**src/rtl/dc_filter_pkg.sv**
```systemverilog
// Shared definitions for the DC-restoration filter.
//   dc_state_e   : control states of dc_restore (idle / running / flushing)
//   DefDataWidth : default signed sample width
//   DefANum      : default pole numerator (a = DefANum / 2^DefAShift, about 0.95)
//   DefAShift    : default coefficient denominator exponent
//   ProdGuard    : extra bits carried by the coefficient product
//   SumGuard     : extra bits carried by the three-term sum before reduction
package dc_filter_pkg;

  typedef enum logic [1:0] {
    StIdle  = 2'd0,
    StRun   = 2'd1,
    StFlush = 2'd2
  } dc_state_e;

  localparam int unsigned DefDataWidth = 32;
  localparam int unsigned DefANum      = 973;
  localparam int unsigned DefAShift    = 10;

  // The product x * A_NUM needs up to 10 extra magnitude bits; one more
  // keeps the sign safe for any A_NUM below 2^10.
  localparam int unsigned ProdGuard = 11;
  // acc + x - p spans at most three full-scale terms.
  localparam int unsigned SumGuard  = 2;

endpackage : dc_filter_pkg

```
**src/rtl/dc_sat.sv**
```systemverilog
// Combinational reduce-to-width for a signed value.
// Build option: DC_RESTORE_SAT_EN
//   defined   : out-of-range inputs are clamped to the OutWidth signed range
//   undefined : inputs are truncated to the low OutWidth bits (two's-complement wrap)
// In both modes ovf_o flags that the input does not fit in OutWidth bits, i.e.
// clamping happened or truncation changed the value.
// Ports:
//   in_i  : signed input, InWidth bits
//   out_o : reduced signed output, OutWidth bits
//   ovf_o : input was out of range for OutWidth
module dc_sat #(
  parameter int unsigned InWidth  = 34,
  parameter int unsigned OutWidth = 32
) (
  input  logic signed [InWidth-1:0]  in_i,
  output logic signed [OutWidth-1:0] out_o,
  output logic                       ovf_o
);

  // The value fits iff every bit from the output sign bit upward equals the sign.
  logic [InWidth-OutWidth:0] top_bits;

  always_comb begin
    top_bits = in_i[InWidth-1:OutWidth-1];
    ovf_o    = !((&top_bits) || (~|top_bits));
  end

`ifdef DC_RESTORE_SAT_EN
  always_comb begin
    out_o = in_i[OutWidth-1:0];
    if (ovf_o) begin
      if (in_i[InWidth-1]) begin
        out_o = {1'b1, {(OutWidth-1){1'b0}}};
      end else begin
        out_o = {1'b0, {(OutWidth-1){1'b1}}};
      end
    end
  end
`else
  always_comb begin
    out_o = in_i[OutWidth-1:0];
  end
`endif

endmodule : dc_sat

```
**src/rtl/dc_restore.sv**
```systemverilog
// DC restoration (inverse DC-removal) filter with AXI-Stream style handshakes.
//   y(n) = y(n-1) + x(n) - a*x(n-1),  a = A_NUM / 2^A_SHIFT
// One sample per input handshake, one cycle latency, full throughput while the
// output is ready. a*x(n-1) is floor((x(n-1)*A_NUM) / 2^A_SHIFT).
// Build option: DC_RESTORE_SAT_EN selects saturation instead of wrap on the
// reduced sum (see dc_sat).
// Ports:
//   clk, rst       : clock, synchronous active-high reset
//   clear          : synchronous filter-state clear (waits for a stalled output)
//   s_axis_*       : input sample x (tvalid/tready/tdata)
//   m_axis_*       : output sample y (tvalid/tready/tdata)
//   ovf            : sticky out-of-range flag, cleared by rst or clear
//   sample_cnt     : number of output handshakes, wraps at 16 bits
module dc_restore
  import dc_filter_pkg::*;
#(
  parameter int unsigned DATA_WIDTH = DefDataWidth,
  parameter int unsigned A_NUM      = DefANum,
  parameter int unsigned A_SHIFT    = DefAShift
) (
  input  logic                  clk,
  input  logic                  rst,
  input  logic                  clear,
  input  logic                  s_axis_tvalid,
  output logic                  s_axis_tready,
  input  logic [DATA_WIDTH-1:0] s_axis_tdata,
  output logic                  m_axis_tvalid,
  input  logic                  m_axis_tready,
  output logic [DATA_WIDTH-1:0] m_axis_tdata,
  output logic                  ovf,
  output logic [15:0]           sample_cnt
);

  localparam int unsigned ProdWidth = DATA_WIDTH + ProdGuard;
  localparam int unsigned SumWidth  = DATA_WIDTH + SumGuard;

  // State
  dc_state_e                    state_q;
  logic signed [DATA_WIDTH-1:0] x_q;
  logic signed [DATA_WIDTH-1:0] acc_q;
  logic signed [DATA_WIDTH-1:0] y_q;
  logic                         m_valid_q;
  logic                         ovf_q;
  logic [15:0]                  cnt_q;

  // Datapath
  logic signed [DATA_WIDTH-1:0] x_in;
  logic signed [ProdWidth-1:0]  x_ext;
  logic signed [ProdWidth-1:0]  a_coef;
  logic signed [ProdWidth-1:0]  prod;
  logic signed [ProdWidth-1:0]  p;
  logic signed [SumWidth-1:0]   sum;
  logic signed [DATA_WIDTH-1:0] y_d;
  logic                         sum_ovf;

  // Control
  logic stalled;
  logic in_fire;
  logic out_fire;
  logic restart;

  always_comb begin
    x_in   = $signed(s_axis_tdata);
    x_ext  = {{ProdGuard{x_q[DATA_WIDTH-1]}}, x_q};
    a_coef = ProdWidth'(A_NUM);
    prod   = x_ext * a_coef;
    // Arithmetic shift of a signed value rounds toward minus infinity.
    p      = prod >>> A_SHIFT;
    sum    = {{SumGuard{acc_q[DATA_WIDTH-1]}}, acc_q}
           + {{SumGuard{x_in[DATA_WIDTH-1]}}, x_in}
           - p[SumWidth-1:0];
  end

  dc_sat #(
    .InWidth (SumWidth),
    .OutWidth(DATA_WIDTH)
  ) u_sat (
    .in_i (sum),
    .out_o(y_d),
    .ovf_o(sum_ovf)
  );

  always_comb begin
    stalled       = m_valid_q && !m_axis_tready;
    s_axis_tready = !rst && (state_q != StFlush) && !clear && !stalled;
    in_fire       = s_axis_tvalid && s_axis_tready;
    out_fire      = m_valid_q && m_axis_tready;
    // Return to a zeroed idle filter: a clear with nothing stalled, or the
    // moment the held output drains while flushing.
    if (state_q == StFlush) begin
      restart = out_fire;
    end else begin
      restart = clear && !stalled;
    end
  end

  always_ff @(posedge clk) begin
    if (rst) begin
      state_q   <= StIdle;
      x_q       <= '0;
      acc_q     <= '0;
      y_q       <= '0;
      m_valid_q <= 1'b0;
      ovf_q     <= 1'b0;
      cnt_q     <= '0;
    end else if (restart) begin
      // The flushed sample is not counted; the counter is zeroed instead.
      state_q   <= StIdle;
      x_q       <= '0;
      acc_q     <= '0;
      m_valid_q <= 1'b0;
      ovf_q     <= 1'b0;
      cnt_q     <= '0;
    end else begin
      case (state_q)
        StIdle, StRun: begin
          if (clear) begin
            // Output is stalled: hold it until it is taken.
            state_q <= StFlush;
          end else begin
            if (out_fire) begin
              m_valid_q <= 1'b0;
              cnt_q     <= cnt_q + 16'd1;
            end
            if (in_fire) begin
              state_q   <= StRun;
              x_q       <= x_in;
              acc_q     <= y_d;
              y_q       <= y_d;
              m_valid_q <= 1'b1;
              ovf_q     <= ovf_q | sum_ovf;
            end
          end
        end
        StFlush: begin
          // Holding the pending output; restart handles its acceptance.
        end
        default: begin
          state_q <= StIdle;
        end
      endcase
    end
  end

  assign m_axis_tvalid = m_valid_q;
  assign m_axis_tdata  = y_q;
  assign ovf           = ovf_q;
  assign sample_cnt    = cnt_q;

endmodule : dc_restore

```
**config.mk**
```make
export PLATFORM = sky130hd
export DESIGN_NAME = dc_restore
export DESIGN_NICKNAME = d
export VERILOG_FILES = /design/src/rtl/dc_filter_pkg.sv /design/src/rtl/dc_sat.sv /design/src/rtl/dc_restore.sv
export SDC_FILE = /design/constraint.sdc
export NUM_CORES = 1
export LEC_CHECK = 0
export ABC_AREA = 1
export CAP_MARGIN = 20
export CORE_ASPECT_RATIO = 0.9
export CORE_MARGIN = 5
export CORE_UTILIZATION = 55
export CTS_CLUSTER_DIAMETER = 200
export DETAILED_ROUTE_END_ITERATION = 10
export PLACE_DENSITY = 0.84
export SYNTH_ARGS = -nofsm -noshare
export SYNTH_HDL_FRONTEND = slang
export SYNTH_SLANG_ARGS = --single-unit
```
**constraint.sdc**
```tcl
create_clock -name clk -period 7.8 [get_ports clk]
set_input_delay 1.56 -clock clk [delete_from_list [all_inputs] [get_ports clk]]
set_output_delay 1.56 -clock clk [all_outputs]
set_load 0.02 [all_outputs]
```
==> results by group, run 1 <==
Status
  – Outcome: finished, final reports clean

Worst hold path
  – Destination of the worst hold path: ovf
  – Cell depth of the worst min-delay path: 2
  – Hold path startpoint: ovf
  – Class of the tightest hold or removal check: reg2reg

CTS
  – Latest clock arrival within the worst-skew pair: 0.44 ns
  – CTS Hold Buffers Added: 0
  – CTS tree: built
  – Clock tree buffer depth: 2
  – H-tree depth: 4
  – Clock-pin slew reported for the worst setup and hold paths after clock tree synthesis: 0.06 ns
  – Number of CTS-inserted buffers: 17
  – Master cell of the clock root buffer: sky130_fd_sc_hd__clkbuf_16
  – TritonCTS Sinks: 116

Final layout
  – Final layout net count: 2435
  – Summed area of non-filler cells in the final layout: 16800 sq um
  – Diode count: 0
  – Post-Layout Cell Count: 2415
  – Area growth from synthesis to layout: 12.59%
  – Layout fillers: 2329
  – Share of cells above drive strength 1: 3.154%

STA
  – Hold slack: 0.4594 ns
  – Post-route clock period utilization: 94.18%
  – Final number of setup-violating endpoints: 0
  – Post-Route Skew: 0.01168 ns
  – Setup TNS after final layout: 0 ns
  – RSZ-0062 raised after global routing: no
  – Final critical path time including I/O delays and setup: 7.346 ns
  – Highest achievable clock rate: 0.1361 GHz
  – Pin slew with the least headroom to its limit: 0.8418 ns
  – Pins over their slew limit: 0
  – Hold violation total from the final report: 0
  – Worst relative slew slack: 43.88%

Yosys
  – Mapped cell area: 14920 sq um
  – Register bit total from synthesis: 116
  – Number of enable flip-flop cells after synthesis: 0
  – Area leader, netlist: sky130_fd_sc_hd__fa_1
  – Synth async-reset ratio: 0%
  – Synth top area share: 22.01%
  – Number of standard cells after synthesis: 1968
  – Commonest register cell after synthesis: sky130_fd_sc_hd__dfxtp_1
  – Syn avg cell area: 7.581 sq um
  – Syn. warnings: 0
  – Share of the yosys chip area belonging to registers: 15.57%
  – Most frequent cells after synthesis: 455 x sky130_fd_sc_hd__inv_1, 331 x sky130_fd_sc_hd__nand2_1, 186 x sky130_fd_sc_hd__nor2_1
  – Dominant cells by area after synthesis: sky130_fd_sc_hd__fa_1 22%, sky130_fd_sc_hd__dfxtp_1 16%, sky130_fd_sc_hd__ha_1 15%, sky130_fd_sc_hd__inv_1 11%, sky130_fd_sc_hd__nand2_1 8.3%
  – Net count of the mapped netlist: 2353
  – Most frequent cell after synthesis: sky130_fd_sc_hd__inv_1
  – Library cells used by synthesis: 44

Placement
  – Placement-stage cell area: 16130 sq um
  – Port bufs: 87
  – Placer's final routability congestion estimate: 0.9534
  – HPWL after detailed placement: 34590 um
  – Number of placed cells counting well taps: 2385

Setup path
  – Slowest CP cell: sky130_fd_sc_hd__fa_1
  – CP max FO: 5
  – Endpoint arrival time on the critical path: 7.64 ns
  – Worst R2R Start: x_q[3]
  – Slowest cell delay on critical path: 0.55 ns
  – Crit path launch type: flip-flop
  – Worst Setup End Kind: flip-flop
  – Worst path most repeated cell: sky130_fd_sc_hd__nand2_1
  – R2R Setup Slk: 0.45 ns
  – Path depth of the worst reg2reg path: 34
  – Path type of the worst setup path: reg2reg
  – CP Data Required Time: 8.09 ns
  – Crit Reg-Reg Endpoint: ovf

Power and ir drop
  – Total power consumption of the routed design: 0.002744 W
  – Total power density per cell area: 163.4 nW/um^2
  – VDD IR max: 163.3 uV
  – Static leakage power: 8.910 nW

Route
  – Average routed wire per standard cell: 17.30 um
  – First-pass detailed-route iteration total: 7
  – Iter 0 DRT Violations: 1075
  – Final wirelength: 41780 um
  – Vias after detailed routing: 13158
  – DRC violation count after routing: 0
  – Ratio of routed vias to standard cells: 5.448
  – Remaining number of nets flagged by the antenna check after routing: 0

Floorplanning
  – Die height: 166.2 um
  – Core region area: 26890 sq um
  – Width of the chip: 183.6 um
  – Die outline area: 30520 sq um
  – Top-Level Pins: 88
  – Effective utilization at floorplan: 55.49%
  – Number of core rows: 57

GRT
  – Maximum number of pins on one net before global-route repair: 72
  – Sum of overflow across all layers after global routing: 0
  – First-pass GRT wire length: 69420 um
  – Via count of the first global-routing pass: 13573
  – Total global-route track usage: 28.20%
  – Antenna violations before repair: 0

Run
  – Count of maximum capacitance violations: 0
## through the flow
stage / setup slack (ns) / util [%]
after global routing: 0.004641 / 62.47
after CTS: 0.2246 / 62.32
after global placement: 0.3199 / 59.93
final: 0.4543 / 62.47
after floorplan: 1.508 / -
after detailed placement: 0.2810 / 60.01
## cells by family (layout without fill, tap and decap cells)
group,Yosys count,after routing,share of synthesized area (%)
AO/OA/AOI/OAI,304,304,12.03
XOR/XNOR,84,84,4.931
adder cells (fa/ha/maj),348,348,37.44
buffers and inverters,488,581,12.55
flip-flops,116,116,15.57
AND/OR/NAND/NOR,628,628,17.49
## power by group
group	switching (W)	internal (W)
Combinational	0.000786	0.000458
Clock	0.000308	0.000555
Sequential	0.0000208	0.000616
Total	0.00111	0.00163
## critical path: cells and delay by family, from the launching register on
family	cells	cell delay [ns]
fa+ha+maj	8	3.15
compound gates	4	0.86
xor+xnor	1	0.35
simple gates	16	2.01
buf+inv	5	0.40
flops	1	0.44
## cell type report
type	instances	area, sq um	share of cell area [%]
Multi-Input combinational cell	1364	10760	64.07
Sequential cell	116	2325	13.84
Tap cell	354	442.9	2.637
Timing Repair Buffer	92	920.9	5.482
Inverter	459	1723	10.26
Clock buffer	21	470.5	2.801
Clock inverter	9	152.6	0.9087
## state kept, by name, indices dropped and copies added, names as in the netlist
signal         cells
acc_q             32
m_axis_tdata      32
m_axis_tvalid      1
ovf                1
sample_cnt        16
state_q            2
x_q               32
## timing repair
action | 4_1_cts | 5_1_grt
gates resized for setup | 0 | 12
setup endpoints to repair | 0 | 18
setup buffers | 0 | 0
## cells in the final DEF, fill, tap and decap left out, drive strengths merged, types with 4 or more instances in the layout
master / Yosys / final
o21ai: 85 / 85
a21oi: 111 / 111
bufinv: 0 / 4
buf: 18 / 5
nor3: 17 / 17
nand3: 53 / 53
xor2: 54 / 54
xnor2: 30 / 30
and3: 6 / 6
o21bai: 19 / 19
ha: 184 / 184
nand2: 332 / 332
nor2: 190 / 190
a31oi: 15 / 15
clkinv: 0 / 5
o21a: 22 / 22
nand3b: 5 / 5
fa: 164 / 164
o211ai: 25 / 25
inv: 459 / 459
nand4: 9 / 9
dfxtp: 116 / 116
clkdlybuf4s50: 0 / 87
clkbuf: 11 / 21
a211oi: 5 / 5
or2: 4 / 4
a21o: 16 / 16
nor4: 10 / 10
## per-layer routing
metal / vias to the layer above / wire length [um] / global-route usage, %
met3: 80 / 3245 / 5.935
met2: 510 / 19520 / 46.52
met1: 6257 / 18050 / 37.95
met5: - / 0 / 0
met4: 0 / 962 / 7.027
li1: 6311 / - / -
## worst max-delay path by stage
stage | start | to | slack (ns) | cells after the start
after floorplan | x_q[31] | ovf | 1.51 | 29
after global placement | x_q[4] | m_axis_tdata[27] | 0.32 | 32
after detailed placement | x_q[4] | m_axis_tdata[27] | 0.28 | 31
after CTS | x_q[4] | acc_q[27] | 0.22 | 31
after global routing | x_q[7] | ovf | 0.005 | 33
final | x_q[3] | ovf | 0.45 | 34
Power figures use the tool's default switching activity.
==> run 2, diff against run 1 <==
==> constraint.sdc (replaced) <==
create_clock -name clk -period 8.09 [get_ports clk]
set_input_delay 1.618 -clock clk [delete_from_list [all_inputs] [get_ports clk]]
set_output_delay 1.618 -clock clk [all_outputs]
set_load 0.02 [all_outputs]
==> run 2 against run 1 <==
  * Clock-buffer cell count is 1 lower
  * Via count is 0.52% lower
  * Global-route usage is 0.29 points lower
  * First-iteration DRC count is 2.1% higher
  * Largest power group unchanged
==> results by group, run 2 (synthesis gave the netlist of run 1 again) <==
Status
  – Outcome: finished, final reports clean

Final layout
  – Diode count: 0
  – Share of cells above drive strength 1: 2.669%
  – Area growth from synthesis to layout: 12.09%
  – Final layout net count: 2435
  – Leading cell type in the layout, fill and taps excluded: sky130_fd_sc_hd__inv_1
  – Most frequent cells in the layout: 455 x sky130_fd_sc_hd__inv_1, 331 x sky130_fd_sc_hd__nand2_1, 186 x sky130_fd_sc_hd__nor2_1

CTS
  – Master cell of the clock root buffer: sky130_fd_sc_hd__clkbuf_16
  – H-tree depth: 4
  – Post-cts repair resize count: 0
  – Clock tree buffer depth: 2
  – Latest clock arrival within the worst-skew pair: 0.44 ns
  – Number of CTS-inserted buffers: 17
  – CTS tree: built
  – Clock-pin slew reported for the worst setup and hold paths after clock tree synthesis: 0.06 ns
  – TritonCTS Sinks: 116
  – Post-CTS setup buffer count: 0
  – CTS Hold Buffers Added: 0

GRT
  – First-pass GRT wire length: 68410 um
  – Antenna violations before repair: 0
  – Sum of overflow across all layers after global routing: 0
  – Maximum number of pins on one net before global-route repair: 72
  – Total global-route track usage: 27.91%
  – Via count of the first global-routing pass: 13410

STA
  – RSZ-0062 raised after global routing: no
  – Worst relative slew slack: 42.78%
  – Hold violation total from the final report: 0
  – Final number of setup-violating endpoints: 0
  – Hold slack: 0.4592 ns
  – Setup TNS after final layout: 0 ns
  – Post-Route Skew: 0.01524 ns
  – Post-route clock period utilization: 95.19%
  – Highest achievable clock rate: 0.1299 GHz
  – Pins over their slew limit: 0
  – Pin slew with the least headroom to its limit: 0.8583 ns
  – Final critical path time including I/O delays and setup: 7.701 ns

Setup path
  – Critical path launch point: x_q[4]
  – CP max FO: 6
  – Worst Setup End Kind: flip-flop
  – R2R Setup Slk: 0.39 ns
  – Crit path launch type: flip-flop
  – Worst path most repeated cell: sky130_fd_sc_hd__nand2_1
  – Endpoint arrival time on the critical path: 8.03 ns
  – Worst R2R Start: x_q[4]
  – Crit Reg-Reg Endpoint: m_axis_tdata[27]
  – Path type of the worst setup path: reg2reg
  – Path depth of the worst reg2reg path: 32
  – End of the critical path: m_axis_tdata[27]
  – Number of buffer and inverter instances along the worst setup path: 5
  – Family with the most delay on the worst path: adder cells
  – Slowest CP cell: sky130_fd_sc_hd__fa_1
  – Total number of cells along the worst setup path: 32
  – Slowest cell delay on critical path: 0.55 ns
  – CP Data Required Time: 8.42 ns

Floorplanning
  – Effective utilization at floorplan: 55.49%
  – Number of core rows: 57
  – Top-Level Pins: 88
  – Die outline area: 30520 sq um
  – Core region area: 26890 sq um
  – Width of the chip: 183.6 um
  – Die height: 166.2 um

Placement
  – HPWL after detailed placement: 34340 um
  – Port bufs: 87
  – Placer's final routability congestion estimate: 0.9643

Run
  – Count of maximum capacitance violations: 0

Route
  – Average routed wire per standard cell: 17.16 um
  – DRC violation count after routing: 0
  – First-pass detailed-route iteration total: 6
  – Met3 wire length: 3309 um
  – Max layer used: met4
  – Final wirelength: 41440 um
  – Vias after detailed routing: 13090
  – Routed wire length on met2: 19200 um
  – Remaining number of nets flagged by the antenna check after routing: 0
  – Iter 0 DRT Violations: 1098
  – Ratio of routed vias to standard cells: 5.420
  – Routed length on met1: 17740 um

Worst hold path
  – Class of the tightest hold or removal check: reg2reg
  – Hold path startpoint: ovf

Power and ir drop
  – Static leakage power: 8.892 nW
  – VDD IR max: 145.7 uV
  – Total power density per cell area: 155.6 nW/um^2
-- run 2: cell types whose count changed in the layout (fill, tap and decap cells not counted), moves of 2 or more --
cell                       before  now
sky130_fd_sc_hd__dfxtp_1      114  116
sky130_fd_sc_hd__clkinv_2       3    5
sky130_fd_sc_hd__a21oi_2        4    0
sky130_fd_sc_hd__a21oi_1      107  111
sky130_fd_sc_hd__nor4_1         7   10
sky130_fd_sc_hd__nor4_2         3    0
sky130_fd_sc_hd__dfxtp_2        2    0
-- run 2: area by class of cell --
class,instances,area [sq um]
flip-flops and latches,116,2322
fillers,2320,10160
multi-input cells,1364,10730
inverters,459,1723
clock inverters,10,132.6
clock buffers,20,456.7
repair buffers,92,920.9
well taps,354,442.9
-- run 2: where the power goes --
group	total (W)	internal, W	switching [W]
Sequential	0.000614	0.000594	0.0000198
Combinational	0.00120	0.000440	0.000760
Clock	0.000789	0.000495	0.000294
Total	0.00260	0.00153	0.00107
-- run 2: stage by stage --
stage	util, %	instances	power, W	setup WS, ns	area [sq um]
2_1_floorplan	-	1968	0.001487	1.798	14920
3_3_place_gp	59.93	2384	0.001763	0.5399	16110
3_5_place_dp	59.93	2384	0.001797	0.6130	16110
4_1_cts	62.12	2414	0.002590	0.5685	16700
5_1_grt	62.20	2415	0.002773	0.005575	16720
6_report	62.20	2415	0.002603	0.3894	16720
-- run 2: routing by layer --
| layer | track usage (%) | up-vias |
|---|---|---|
| met1 | 37.01 | 6210 |
| met4 | 8.646 | 0 |
| li1 | - | 6290 |
| met3 | 6.088 | 84 |
| met2 | 45.71 | 506 |
| met5 | 0 | - |
-- run 2: how the worst min path moves through the flow --
stage / end / slack (ns) / depth (start not counted)
final: ovf / 0.46 / 2
after global routing: m_axis_tdata[4] / 0.48 / 2
after CTS: ovf / 0.46 / 2
after detailed placement: ovf / 0.45 / 2
after global placement: ovf / 0.45 / 2
after floorplan: state_q[1] / 0.44 / 1
-- run 2: tightest hold or removal path, stage by stage, from the launching register on --
cell and delay, ns:
sky130_fd_sc_hd__dfxtp_1 0.31, sky130_fd_sc_hd__inv_1 0.05, sky130_fd_sc_hd__a21oi_1 0.05
==> run 3, diff against run 2 <==
--- a/config.mk
+++ b/config.mk
@@ -5,7 +5,6 @@
 export SDC_FILE = /design/constraint.sdc
 export NUM_CORES = 1
 export LEC_CHECK = 0
-export ABC_AREA = 1
 export CAP_MARGIN = 20
 export CORE_ASPECT_RATIO = 0.9
 export CORE_MARGIN = 5
@@ -13,6 +12,7 @@
 export CTS_CLUSTER_DIAMETER = 200
 export DETAILED_ROUTE_END_ITERATION = 10
 export PLACE_DENSITY = 0.84
+export SKIP_CTS_REPAIR_TIMING = 1
 export SYNTH_ARGS = -nofsm -noshare
 export SYNTH_HDL_FRONTEND = slang
 export SYNTH_SLANG_ARGS = --single-unit
==> run 3 against run 2 <==
  * Hold slack lost 0.0040 ns
  * Largest cell class unchanged
  * First-iteration DRC count shrank 42%
  * Critical path type unchanged
  * Critical endpoint is now ovf
  * Synthesized cell count shrank 23%
==> results by group, run 3 <==
STA
  – RSZ-0062 raised after global routing: yes
  – Post-route clock period utilization: 97.42%
  – Final critical path time including I/O delays and setup: 7.882 ns
  – Highest achievable clock rate: 0.1269 GHz
  – Pin slew with the least headroom to its limit: 1.107 ns
  – Worst relative slew slack: 26.18%
  – Hold violation total from the final report: 0
  – Post-Route Skew: 0.01272 ns
  – Worst Slack Setup Final: 0.2083 ns
  – Pins over their slew limit: 0
  – Final number of setup-violating endpoints: 0

Status
  – Outcome: finished, final reports clean

Floorplanning
  – Effective utilization at floorplan: 55.29%
  – Number of core rows: 54
  – Width of the chip: 173.9 um
  – Core region area: 24050 sq um
  – Die outline area: 27390 sq um
  – Top-Level Pins: 88
  – Die height: 157.5 um

Yosys
  – Number of enable flip-flop cells after synthesis: 0
  – Share of the yosys chip area belonging to registers: 17.46%
  – Number of standard cells after synthesis: 1511
  – Dominant cells by area after synthesis: sky130_fd_sc_hd__fa_1 25%, sky130_fd_sc_hd__dfxtp_1 17%, sky130_fd_sc_hd__ha_1 17%, sky130_fd_sc_hd__inv_1 7.6%, sky130_fd_sc_hd__nand2_1 4.7%
  – Library cells used by synthesis: 53
  – Syn. warnings: 0
  – Mapped cell area: 13300 sq um
  – Commonest register cell after synthesis: sky130_fd_sc_hd__dfxtp_1
  – Most frequent cell after synthesis: sky130_fd_sc_hd__inv_1
  – Synth top area share: 24.69%
  – Synth async-reset ratio: 0%
  – Net count of the mapped netlist: 1896
  – Most frequent cells after synthesis: 271 x sky130_fd_sc_hd__inv_1, 184 x sky130_fd_sc_hd__ha_1, 165 x sky130_fd_sc_hd__nand2_1
  – Area leader, netlist: sky130_fd_sc_hd__fa_1
  – Register bit total from synthesis: 116
  – Syn avg cell area: 8.801 sq um

Setup path
  – Endpoint arrival time on the critical path: 8.22 ns
  – Slowest CP cell: sky130_fd_sc_hd__fa_1
  – CP max FO: 5
  – Worst Setup End Kind: flip-flop
  – Crit path launch type: flip-flop
  – Path type of the worst setup path: reg2reg
  – CP Data Required Time: 8.42 ns
  – Worst R2R Start: x_q[3]
  – Critical path launch point: x_q[3]
  – Slowest cell delay on critical path: 0.55 ns
  – R2R Setup Slk: 0.21 ns

Placement
  – Setup WS pre-CTS: -0.1292 ns
  – Port bufs: 87
  – Placement-stage cell area: 14560 sq um
  – HPWL after detailed placement: 27100 um
  – Placer's final routability congestion estimate: 0.9480

GRT
  – Antenna violations before repair: 0
  – Total global-route track usage: 25.29%
  – First-pass GRT wire length: 56030 um
  – Maximum number of pins on one net before global-route repair: 90
  – Sum of overflow across all layers after global routing: 0
  – Via count of the first global-routing pass: 11140

Final layout
  – Leading cell type in the layout, fill and taps excluded: sky130_fd_sc_hd__inv_1
  – Diode count: 0
  – Summed area of non-filler cells in the final layout: 15700 sq um
  – Area taken by multi-input logic gates: 10270 sq um
  – Utilization after layout: 65.27%
  – Layout fillers: 1873
  – Share of cells above drive strength 1: 9.624%
  – Seq. cell area: 2349 sq um
  – Final layout net count: 1993
  – Area growth from synthesis to layout: 18.07%
  – Most frequent cells in the layout: 271 x sky130_fd_sc_hd__inv_1, 165 x sky130_fd_sc_hd__nand2_1, 162 x sky130_fd_sc_hd__fa_1

Route
  – Vias after detailed routing: 10818
  – Average routed wire per standard cell: 18.28 um
  – Ratio of routed vias to standard cells: 5.608
  – Final wirelength: 35260 um
  – DRC violation count after routing: 0
  – Iter 0 DRT Violations: 638
  – Remaining number of nets flagged by the antenna check after routing: 0
  – First-pass detailed-route iteration total: 5

Power and ir drop
  – Combinational cell fraction of total power: 39.5%
  – Switching power summed over all nets: 0.0008479 W
  – Portion of total power attributed to sequential cells: 26.8%
  – VDD IR max: 131.9 uV
  – Share of total power consumed by net switching: 37.13%
  – Internal Power: 0.001436 W
  – Clock share of power: 33.7%
  – Static leakage power: 7.532 nW
  – Total power density per cell area: 145.4 nW/um^2

Run
  – Count of maximum capacitance violations: 0

CTS
  – Master cell of the clock root buffer: sky130_fd_sc_hd__clkbuf_16
  – Number of CTS-inserted buffers: 17
  – CTS tree: built
  – H-tree depth: 4
  – Clock tree buffer depth: 2
  – Clock-pin slew reported for the worst setup and hold paths after clock tree synthesis: 0.06 ns
  – TritonCTS Sinks: 116
  – Latest clock arrival within the worst-skew pair: 0.44 ns

Worst hold path
  – Class of the tightest hold or removal check: reg2reg
  – Hold path startpoint: acc_q[31]
[run 3: area by class of cell]
class	count	area share [%]
inverter	271	6.479
sequential	116	14.96
multi-input combinational	1087	65.40
clock inverter	14	0.9643
timing repair buffer	115	7.013
clock buffer	18	2.733
tap	308	2.455
[run 3: stage by stage]
stage | power (W) | setup TNS (ns) | hold slack [ns] | std cells
floorplan | 0.001195 | 0 | 0.4363 | 1511
global placement | 0.001405 | 0 | 0.4446 | 1886
detailed placement | 0.001423 | -0.3865 | 0.4479 | 1886
CTS | 0.002194 | -1.720 | 0.4567 | 1918
global route | 0.002403 | -0.3702 | 0.4819 | 1929
finish | 0.002284 | 0 | 0.4552 | 1929
[run 3: routing by layer]
layer | track usage [%] | routed length (um) | up-vias
li1 | - | - | 5093
met1 | 34.39 | 15230 | 5272
met2 | 41.58 | 16840 | 385
met3 | 5.307 | 2465 | 68
met4 | 6.672 | 714 | 0
met5 | 0 | 0 | -
[run 3: worst paths after layout]
| path | cells past startpoint | to |
|---|---|---|
| worst min-delay path | 2 | acc_q[31] |
| worst max register to register | 30 | ovf |
| worst max-delay path | 30 | ovf |
| worst min register to register | 2 | acc_q[31] |
[run 3: critical path, delay by kind of cell (launching register included)]
kind,cells,cell delay [ns]
AO/OA/AOI/OAI,11,2.34
AND/OR/NAND/NOR,6,1.25
XOR/XNOR,2,0.36
buffers and inverters,3,0.29
flip-flops,1,0.39
adder cells (fa/ha/maj),8,3.12
[run 3: power by group through the flow]
stage	combinational, W	sequential, W	clock (W)
after floorplan	0.000560	0.000635	0
after global placement	0.000781	0.000624	0
after detailed placement	0.000798	0.000625	0
after CTS	0.000813	0.000613	0.000768
after global routing	0.000991	0.000615	0.000797
final	0.000902	0.000613	0.000769
[run 3: logic make-up (layout without fill, tap and decap cells)]
| family | Yosys count | in the layout | synth area share (%) |
|---|---|---|---|
| compound gates | 276 | 276 | 12.99 |
| xor+xnor | 101 | 101 | 6.652 |
| fa+ha+maj | 348 | 348 | 42.00 |
| buf+inv | 308 | 418 | 8.694 |
| flops | 116 | 116 | 17.46 |
| mux | 4 | 4 | 0.3011 |
| simple gates | 358 | 358 | 11.89 |
